File: src/rtl/des_pkg.sv
// des_pkg: DES key-schedule tables, shift schedule, FSM state and widths
package des_pkg;
   localparam int CD_W   = 56;
   localparam int HALF_W = 28;
   localparam int SK_W   = 48;
   typedef enum logic {IDLE, GEN} state_t;
   localparam int SHIFT [16] = '{1, 1, 2, 2, 2, 2, 2, 2, 1, 2, 2, 2, 2, 2, 2, 1};
   // Entries are DES bit numbers, 1 = MSB of the source word
   localparam int PC1 [56] = '{
      57, 49, 41, 33, 25, 17,  9,  1, 58, 50, 42, 34, 26, 18,
      10,  2, 59, 51, 43, 35, 27, 19, 11,  3, 60, 52, 44, 36,
      63, 55, 47, 39, 31, 23, 15,  7, 62, 54, 46, 38, 30, 22,
      14,  6, 61, 53, 45, 37, 29, 21, 13,  5, 28, 20, 12,  4};
   localparam int PC2 [48] = '{
      14, 17, 11, 24,  1,  5,  3, 28, 15,  6, 21, 10,
      23, 19, 12,  4, 26,  8, 16,  7, 27, 20, 13,  2,
      41, 52, 31, 37, 47, 55, 30, 40, 51, 45, 33, 48,
      44, 49, 39, 56, 34, 53, 46, 42, 50, 36, 29, 32};
   function automatic logic [HALF_W-1:0] rot28(input logic [HALF_W-1:0] x, input logic right, input int s);
      return right ? (s == 2 ? {x[1:0], x[27:2]} : {x[0], x[27:1]})
                   : (s == 2 ? {x[25:0], x[27:26]} : {x[26:0], x[27]});
   endfunction
endpackage

File: src/rtl/des_pc2.sv
// des_pc2: combinational DES PC-2 permutation, 56-bit {C,D} to 48-bit subkey
module des_pc2
   import des_pkg::*;
(
   input  logic [CD_W-1:0] cd,
   output logic [SK_W-1:0] sk
);
   always_comb begin
      sk = '0;
      for (int i = 0; i < SK_W; i++) sk[SK_W-1-i] = cd[CD_W-PC2[i]];
   end
endmodule

File: src/rtl/des_key_sched.sv
// des_key_sched: iterative DES key schedule streaming 16 subkeys per key.
// Define DES_PARITY_CHECK_EN to reject keys with an even-parity byte via key_err.
module des_key_sched
   import des_pkg::*;
#(
   parameter int KEY_W    = 64,
   parameter int SUBKEY_W = 48,
   parameter int ROUNDS   = 16
)(
   input  logic                clk,
   input  logic                rst_n,
   input  logic                key_valid,
   output logic                key_ready,
   input  logic [KEY_W-1:0]    key,
   input  logic                dec,
   output logic                sk_valid,
   input  logic                sk_ready,
   output logic [SUBKEY_W-1:0] subkey,
   output logic [3:0]          sk_round,
   output logic                sk_last,
   output logic                key_err
);
   state_t state, state_nx;
   logic [CD_W-1:0] cd, cd0;
   logic [3:0] round, si;
   logic dir, par_ok, acc, xfer;
   function automatic logic [CD_W-1:0] pc1(input logic [KEY_W-1:0] k);
      pc1 = '0;
      for (int i = 0; i < CD_W; i++) pc1[CD_W-1-i] = k[KEY_W-PC1[i]];
   endfunction
`ifdef DES_PARITY_CHECK_EN
   always_comb begin
      par_ok = 1'b1;
      for (int i = 0; i < 8; i++) par_ok &= ^key[8*i +: 8];
   end
`else
   assign par_ok = 1'b1;
`endif
   assign key_ready = state == IDLE;
   assign sk_valid  = state == GEN;
   assign sk_round  = round;
   assign sk_last   = sk_valid && round == 4'(ROUNDS-1);
   assign acc       = key_valid & key_ready & par_ok;
   assign xfer      = sk_valid & sk_ready;
   assign cd0       = pc1(key);
   // Decrypt walks the schedule backwards: undo the shift that produced the current round
   assign si        = dir ? 4'd15 - round : round + 4'd1;
   always_comb state_nx = acc ? GEN : (xfer && sk_last) ? IDLE : state;
   always_ff @(posedge clk or negedge rst_n)
      if (!rst_n) state <= IDLE;
      else state <= state_nx;
   always_ff @(posedge clk or negedge rst_n)
      if (!rst_n) begin
         cd      <= '0;
         round   <= '0;
         dir     <= 1'b0;
         key_err <= 1'b0;
      end else begin
         key_err <= key_valid & key_ready & ~par_ok;
         if (acc) begin
            cd    <= dec ? cd0 : {rot28(cd0[55:28], 1'b0, SHIFT[0]), rot28(cd0[27:0], 1'b0, SHIFT[0])};
            dir   <= dec;
            round <= '0;
         end else if (xfer && !sk_last) begin
            cd    <= {rot28(cd[55:28], dir, SHIFT[si]), rot28(cd[27:0], dir, SHIFT[si])};
            round <= round + 4'd1;
         end
      end
   des_pc2 u_pc2 (.cd(cd), .sk(subkey));
endmodule
File: config.mk
export PLATFORM = sky130hd
export DESIGN_NAME = des_key_sched
export DESIGN_NICKNAME = d
export VERILOG_FILES = /design/src/rtl/des_pkg.sv /design/src/rtl/des_pc2.sv /design/src/rtl/des_key_sched.sv
export SDC_FILE = /design/constraint.sdc
export NUM_CORES = 1
export LEC_CHECK = 0
export CORE_MARGIN = 5
export CORE_UTILIZATION = 48
export DETAILED_ROUTE_END_ITERATION = 6
export GPL_ROUTABILITY_DRIVEN = 0
export PLACE_DENSITY = 0.88
export SYNTH_ARGS = -nofsm -noshare
export SYNTH_HDL_FRONTEND = slang
export SYNTH_SLANG_ARGS = --single-unit
File: constraint.sdc
create_clock -name clk -period 2.1 [get_ports clk]
set_clock_uncertainty 0.1 [all_clocks]
set_input_delay 0.21 -clock clk [delete_from_list [all_inputs] [get_ports clk]]
set_output_delay 0.21 -clock clk [all_outputs]
set_load 0.02 [all_outputs]
* After elaboration in Yosys (flattened, before gate mapping)
Memories as Yosys holds them, arrays and structs flattened.
Cells that the tools add are included.
** Storage, ports and cells
- Input port bits :: 69
- Memories :: 1
- Logic and storage cells :: 36
- Register bits after elaboration :: 62
- Bits in read-only memories :: 512
- Output and inout port bits :: 56
** Memory list
- (no name shown) :: words 16, width 32, read ports 1, clocked after memory_dff 0, write ports 0, line des_key_sched.sv:65 : cd <= {rot28(cd[55:28], dir, SHIFT[si]), rot28(cd[27:0], dir, SHIFT[si])};
** Operators by class
- $add $sub $neg :: 2
- $lt $le $gt $ge :: 1
- Reduce and logical (&&, ||, !) cells :: 6
- Bitwise logic cells :: 4
- Eq/ne operators :: 2
- Muxes and demuxes :: 16
** Operator list (count)
- 2-to-1 mux 28 bit :: 6
- 2-to-1 mux 56 bit :: 3
- 2-to-1 mux 32 bit :: 2
- == test 32 x 3 -> 1 bit, second input constant :: 1
- 2-to-1 mux 4 bit :: 3
- >= comparator 5 bit, second input constant :: 1
- NOT 4 -> 5 bit :: 1
- adder 4 x 1 -> 4 bit, second input constant :: 1
- == test 4 bit, second input constant :: 1
- nonzero test 2 bit :: 2
- subtractor 4 bit, first input constant :: 1
- logical AND 1 bit :: 3
- bitwise AND 1 bit :: 2
- 2-to-1 mux 1 bit :: 2
- logical NOT 1 bit :: 1
- NOT 1 bit :: 1

* Longest topological paths before layout
Gate-level depths: netlist of the first run.
- Word-level depth :: 11
- Mapped depth :: 8
- Gate-level depth less buffers :: 5

* Modules after synthesis
A second synthesis of the first run with hierarchy kept.
** Unflattened totals
- Cell total of the unflattened synthesis :: 755
- Area, all modules :: 6120.9 um2
** Modules (own cells, without submodules)
- des_key_sched :: instances 1, area an instance 5760.5 um2, sequential area each 1551.5 um2, cells each 707
- des_pc2 :: instances 1, area an instance 360.3 um2, sequential area each 0.0 um2, cells each 48

* Worst setup path after synthesis of the first run
OpenSTA, ideal clock, no wires.
- Kind :: register -> register
- From :: reg round[0] (netlist: sk_round[0])
- To :: reg cd[0]
- Slack :: -0.197 ns
- Clock period less this slack :: 2.297 ns
- Path buffers :: 4
- Required time :: 1.858 ns
- Library setup time :: 0.142 ns
- Cell stages (with the launch flop) :: 9
- Data arrival time :: 2.055 ns
- Path through :: dfrtp_1 ha_1 and3_1 clkbuf_1 o21a_1 buf_2 clkbuf_1 clkbuf_1 a32oi_1
** Between the ends
- Longest elaborated chain between the ends :: 11
- Elaborated cells between the ends (all ways) :: 18
- Classes of those cells :: add/sub (2); eq/ne (2); mux (8); bitwise (1); reduce/logical (4); memory (1)
** RTL lines
- start, declared :: line des_key_sched.sv:25 : logic [3:0] round, si;
- start signal, assigned :: line des_key_sched.sv:66 : round <= round + 4'd1;
- adder 4 x 1 -> 4 bit or subtractor 4 bit (tied branches) :: line des_key_sched.sv:47 : assign si = dir ? 4'd15 - round : round + 4'd1;
- 2-to-1 mux 4 bit :: line des_key_sched.sv:47
- NOT 4 -> 5 bit (implied by the code) :: line des_key_sched.sv:65
- memory (16 x 32 bit)
- 2-to-1 mux 32 bit (implied by the code) (2 in series) :: line des_key_sched.sv:65
- == test 32 x 3 -> 1 bit
- 2-to-1 mux 28 bit (on tied branches) :: line des_pkg.sv:21, des_pkg.sv:20
- 2-to-1 mux 28 bit :: line des_pkg.sv:20 : return right ? (s == 2 ? {x[1:0], x[27:2]} : {x[0], x[27:1]})
- 2-to-1 mux 56 bit :: line des_key_sched.sv:64 : end else if (xfer && !sk_last) begin
- 2-to-1 mux 56 bit :: line des_key_sched.sv:60 : if (acc) begin
- end signal, assigned :: line des_key_sched.sv:61 : cd <= dec ? cd0 : {rot28(cd0[55:28], 1'b0, SHIFT[0]), rot28(cd0[27:0], 1'b0, SHIFT[0])};
- end signal, assigned :: line des_key_sched.sv:65
- end, declared :: line des_key_sched.sv:24 : logic [CD_W-1:0] cd, cd0;
Several ways; a longest one is shown, not always the timed one. The select of a mux whose other input is x is not followed.
A chain may end at the register's enable or synchronous reset.

* Final worst setup path of the first run
- From :: reg round[0] (netlist: sk_round[0])
- To :: reg cd[2]
Same word-level chain as after synthesis.

==> results of run 1 <==
## worst paths after layout
check	to	slack [ns]	cells after the start
setup reg to reg	cd[2]	-0.38	7
max in group asynchronous	cd[32]	1.25	3
setup / recovery	cd[2]	-0.38	7
min in group clk	sk_valid	0.44	2
hold reg to reg	cd[33]	0.50	2
hold / removal	cd[15]	0.30	3
## cell families after synthesis
logic type | synth area share
fa+ha+maj | 0.00205
compound gates | 0.318
xor+xnor | 0.00431
buf+inv | 0.172
flops | 0.255
other cells | 0.000615
mux | 0.0920
simple gates | 0.157
## metrics by stage
| step | cell area (um2) | hold WS (ns) | setup TNS [ns] | worst slack (ns) | power (mW) |
|---|---|---|---|---|---|
| 4_1_cts | 8100 | 0.351 | -1.47 | -0.0473 | 13.6 |
| 3_3_place_gp | 7500 | 0.155 | -3.40 | -0.117 | 10.8 |
| 2_1_floorplan | 6220 | -0.186 | -2.52 | -0.0705 | 8.55 |
| 3_5_place_dp | 7500 | 0.159 | -5.85 | -0.205 | 11.0 |
| 6_report | 8610 | 0.295 | -5.28 | -0.380 | 15.9 |
| 5_1_grt | 8610 | 0.389 | -9.27 | -0.391 | 16.4 |
## layer usage
layer	global-route usage	part of all wire	up-vias
met4	0.136	0.073	0
met1	0.377	0.36	3504
met5	0	0	-
met2	0.431	0.43	762
met3	0.0479	0.13	205
li1	-	-	3068
## registers in the layout (all words and copies together) (netlist names)
signal    cells
dir           1
cd           56
sk_round      4
sk_valid      1
## worst min-delay path, stage by stage
cell	delay [ns]
dlygate4sd3_1	0.52
buf_2	0.12
buf_12	0.29
## cell type report
cell class	count	area (um2)
Sequential cell	62	1560
Timing Repair Buffer	186	2140
Tap cell	172	215
Clock inverter	6	86.3
Multi-Input combinational cell	483	4170
Inverter	58	218
Clock buffer	10	229
Fill cell	868	3900
## what timing repair did
action	CTS	global route
endpoints found under the hold margin	62	0
pin swaps	1	14
resized for setup	88	82
setup endpoints to repair	57	57
cloned	2	8
hold buffers	1	0
setup buffers	2	4
## power by group through the flow
stage / Sequential (mW) / Combinational [mW] / Clock, mW
2_1_floorplan: 2.36 / 6.19 / 0
3_3_place_gp: 2.50 / 8.34 / 0
3_5_place_dp: 2.51 / 8.50 / 0
4_1_cts: 2.50 / 9.53 / 1.61
5_1_grt: 2.64 / 12.1 / 1.67
6_report: 2.59 / 11.6 / 1.65
## layout by cell type, fill, tap and decap left out, types with 6 or more instances in the layout
cell type,instances
buf_4,32
a2111oi_1,42
mux2i_1,56
o211ai_1,57
buf_6,6
nand4_1,56
a2111oi_0,9
clkdlybuf4s50_1,112
a32oi_1,56
clkbuf_16,13
buf_12,25
a2111oi_2,50
dfrtp_1,59
nor2_1,60
nor3_1,57
inv_1,57
a2111oi_4,11
==> flow_summary.ini, run 1 <==
[clocking]
cts_buffer_depth = 2
cts_tree = done
cts.clk_slew.worst_paths_ns = 0.07
numCtsBuffers = 9
cts-root-buf = clkbuf_16
cts.sinks = 62
clk_latency_ns = 0.35
htreeDepth = 3

[synth]
synth_seq_cells = 62
yosys-top-cells-area = dfrtp_1, a2111oi_0, mux2i_1
synth-edff-count = 0
syn_area_um2 = 6100
synthTopCellsByCount = a2111oi_0, clkbuf_1, dfrtp_1
synth.distinct_cells = 32
synth_warnings = 0
netlist_instances = 755
async_flop_share = 1.00
avgSynthCellArea_um2 = 8.07
syn_nets = 825
synth.most_common_cell = a2111oi_0
synth_top_area_share = 0.255
yosysTopAreaCell = dfrtp_1
synth_flop_cell = dfrtp_1
yosysSeqAreaShare = 0.255

[route]
drt_iter0_markers = 1804
avgRoutedWirePerCell_um = 25.8
drc = 1
drtPass1Iterations = 7
ant_nets = 0
wirelength_mm = 25.3
via_per_inst = 7.72
vias = 7539

[power_and_ir_drop]
seq_power_share = 0.163
switching_share = 0.509
p_int_mw = 7.79
switchingPower_mw = 8.07
clock_power_share = 0.104
ir_drop_uv = 896
p_comb_frac = 0.733
pwr_density_cell_nw_per_um2 = 1840
leakage_nw = 3.11

[critical_path]
cpMaxStageDelayCell = a2111oi_0
cp-start-kind = flip-flop
crit_buf_inv = 3
crit_type = reg2reg
r2r_start = sk_round[0]
cp-end-kind = flip-flop
worstPathRequired_ns = 2.18
cp_max_fo = 15
cpLargestDelayFamily = compound AO/OA/AOI/OAI gates
worstPathCellList = buf_6 > o211ai_1 > buf_6 > buf_12 > a2111oi_1 > a2111oi_0 > a32oi_1
path_common_cell = buf_6
max_stage_delay_ns = 0.62
crit_arrival_ns = 2.56
crit_start = sk_round[0]

[timing]
rsz0062_at_grt = true
setup_viol = 53
report.final.hold_viol_count = 0
min_period_over_period = 1.18
drv_slew = 0
setup_slack_ns = -0.380
slew_headroom = 0.560
tightest_slew_ns = 0.644
period_needed_ns = 2.48
clock.fmax_mhz = 403

[global_route]
grt_overflow = 0
grt_antenna_before_repair = 0
grt_pass1_wl_mm = 34.4
grt_pass1_vias = 6725
grtUsageTotal = 0.279
grt_max_degree = 63

[finish]
syn2layout_area_growth_pct = 41.3
diodes = 0
instances_no_fill = 977
drive_above_1_share = 0.209
nets = 870
fin_util = 0.688

[floorplan]
ioPinCount = 125
fp.coreArea_um2 = 12500
rows = 41
die_area_um2 = 15100
die_w_um = 123
start_util = 0.487
die_y_um = 123

[run_status]
run_status = finished with violations
violations = DRC, setup timing

[worst_hold_path]
hold_class = in2async

[flow_run]
drv_cap = 0

[placement]
dp_hpwl_mm = 12.7
dp.cells = 944
portBuffers = 115
Note: power is estimated with default switching activity, not from simulation.
==> run 2: changes to the inputs <==
--- a/config.mk
+++ b/config.mk
@@ -5,11 +5,11 @@
 export SDC_FILE = /design/constraint.sdc
 export NUM_CORES = 1
 export LEC_CHECK = 0
+export CAP_MARGIN = 25
 export CORE_MARGIN = 5
 export CORE_UTILIZATION = 48
 export DETAILED_ROUTE_END_ITERATION = 6
-export GPL_ROUTABILITY_DRIVEN = 0
-export PLACE_DENSITY = 0.88
+export PLACE_DENSITY_LB_ADDON = 0.25
 export SYNTH_ARGS = -nofsm -noshare
 export SYNTH_HDL_FRONTEND = slang
 export SYNTH_SLANG_ARGS = --single-unit
==> run 2 against run 1 <==
Against the previous run:
- the flow still finishes with violations (DRC, setup timing)
- sequential power about the same
- clock power decreased by 14%
- combinational power down 9%
- register-to-register slack better by 0.13 ns
- non-clock buffer count increased by 1
- fmax rose by 5.3%
- hold slack better by 0.013 ns
- die area did not move
- sequential share of layout area increased by 0.36 points
- design area down 2.0%
- global-route usage is 1.2 points higher
- routed wire length is 5.5% lower
- largest cell class unchanged
- highest routed layer unchanged
==> flow_summary.ini, run 2 (same netlist as run 1, synthesis figures left out) <==
[power_and_ir_drop]
seq_power_share = 0.178
p_comb_frac = 0.724
leakage_nw = 3.09
p_int_mw = 7.11
finalPower_mw = 14.5
switchingPower_mw = 7.40
ir_drop_uv = 1390
clock_power_share = 0.098
pwr_density_cell_nw_per_um2 = 1720
switching_share = 0.510

[critical_path]
cp-start-kind = flip-flop
reg2reg_depth = 5
cpLargestDelayFamily = compound AO/OA/AOI/OAI gates
crit_arrival_ns = 2.50
rr_endpoint = cd[25]
worstPathRequired_ns = 2.24
worstPathCellList = or4_4 > buf_16 > a2111oi_1 > a2111oi_1 > a32oi_1
path_common_cell = a2111oi_1
endpoint = cd[25]
crit_start = sk_round[3]
crit_type = reg2reg
cp_max_fo = 28
cpMaxStageDelayCell = or4_4
cp_num_cells = 5
reg2reg_slack_ns = -0.25
max_stage_delay_ns = 0.65
crit_buf_inv = 1
cp-end-kind = flip-flop
r2r_start = sk_round[3]

[timing]
drv_slew = 0
clock.fmax_mhz = 425
report.final.hold_viol_count = 0
setup_slack_ns = -0.255
fin_tns_setup_ns = -7.67
rsz0062_at_grt = true
min_period_over_period = 1.12
hold_slack_ns = 0.309
tightest_slew_ns = 0.474
setup_viol = 56
period_needed_ns = 2.35
slew_headroom = 0.676

[finish]
final_common_cell = clkdlybuf4s50_1
fillCellCount = 1029
largest_register_ffs = 56
syn2layout_area_growth_pct = 38.5
top_register = cd
drive_above_1_share = 0.189
design_area_um2 = 8440
diodes = 0
nets = 873
fin_util = 0.675
instances_no_fill = 980
layout_common_cells = clkdlybuf4s50_1, nor2_1, dfrtp_1

[floorplan]
rows = 41
die_area_um2 = 15100
fp.coreArea_um2 = 12500
start_util = 0.487
die_w_um = 123
ioPinCount = 125
die_y_um = 123

[placement]
post-place-ws_ns = -0.235
portBuffers = 115
dpl_cell_area_um2 = 7400
dp_hpwl_mm = 12.7
place_congestion = 0.855
dp.cells = 939

[global_route]
grt_pass1_wl_mm = 35.2
grt_antenna_before_repair = 0
grt_overflow = 0
grt_max_degree = 63
grtUsageTotal = 0.290
grt_pass1_vias = 6922

[route]
drt_iter0_markers = 1352
avgRoutedWirePerCell_um = 24.3
drc = 20
wirelength_mm = 23.9
via_per_inst = 7.32
vias = 7171
drtPass1Iterations = 7
ant_nets = 0

[clocking]
clk_latency_ns = 0.35
cts_buffer_depth = 2
numCtsBuffers = 9
cts.sinks = 62
cts_tree = done
cts-root-buf = clkbuf_16
htreeDepth = 3
cts.clk_slew.worst_paths_ns = 0.06

[flow_run]
drv_cap = 0

[run_status]
run_status = finished with violations
violations = DRC, setup timing

[worst_hold_path]
hold_class = in2async
[run 2: changes by cell type in the layout (fill, tap and decap cells not counted), sizes merged]
cell and change:
clkinv +2, and2 +2, clkbuf +3, clkinvlp -1, bufinv -2, clkdlybuf4s15 -1
[run 2: per-layer routing]
metal | GRT usage | wire length (um)
met5 | 0 | 0
met4 | 0.143 | 1080
met3 | 0.0553 | 3010
met2 | 0.463 | 11000
met1 | 0.377 | 8750
[run 2: area by class of cell]
| type | count | area (um2) | area share |
|---|---|---|---|
| clock buffer | 11 | 243 | 0.0287 |
| clock inverter | 5 | 25.0 | 0.00296 |
| inverter | 58 | 218 | 0.0258 |
| multi-input combinational | 485 | 4040 | 0.478 |
| sequential | 62 | 1560 | 0.184 |
| tap | 172 | 215 | 0.0255 |
| timing repair buffer | 187 | 2150 | 0.255 |
[run 2: timing repair]
action / 4_1_cts / 5_1_grt
hold buffers: 1 / 0
hold endpoints to repair: 62 / 0
setup buffers: 5 / 5
pin swaps: 7 / 9
gates cloned: 7 / 7
setup endpoints to repair: 57 / 57
resized for setup: 71 / 68
[run 2: tightest hold or removal path, stage by stage]
cell           delay [ns]
dlygate4sd3_1        0.52
buf_2                0.12
buf_12               0.31
[run 2: how the worst min path moves through the flow]
stage / from / endpoint / slack [ns] / cells after the start
floorplan: rst_n / cd[0] / -0.19 / 0
global placement: rst_n / cd[33] / 0.16 / 2
detailed placement: rst_n / cd[33] / 0.16 / 2
CTS: dec / dir / 0.29 / 4
global route: dec / dir / 0.34 / 4
finish: rst_n / cd[32] / 0.31 / 3
[run 2: power by group through the flow]
stage	Sequential (mW)	Combinational, mW	Clock [mW]
after floorplan	2.36	6.19	0
after global placement	2.53	8.22	0
after detailed placement	2.54	8.44	0
after CTS	2.53	9.34	1.40
after global routing	2.65	11.1	1.46
final	2.59	10.5	1.42
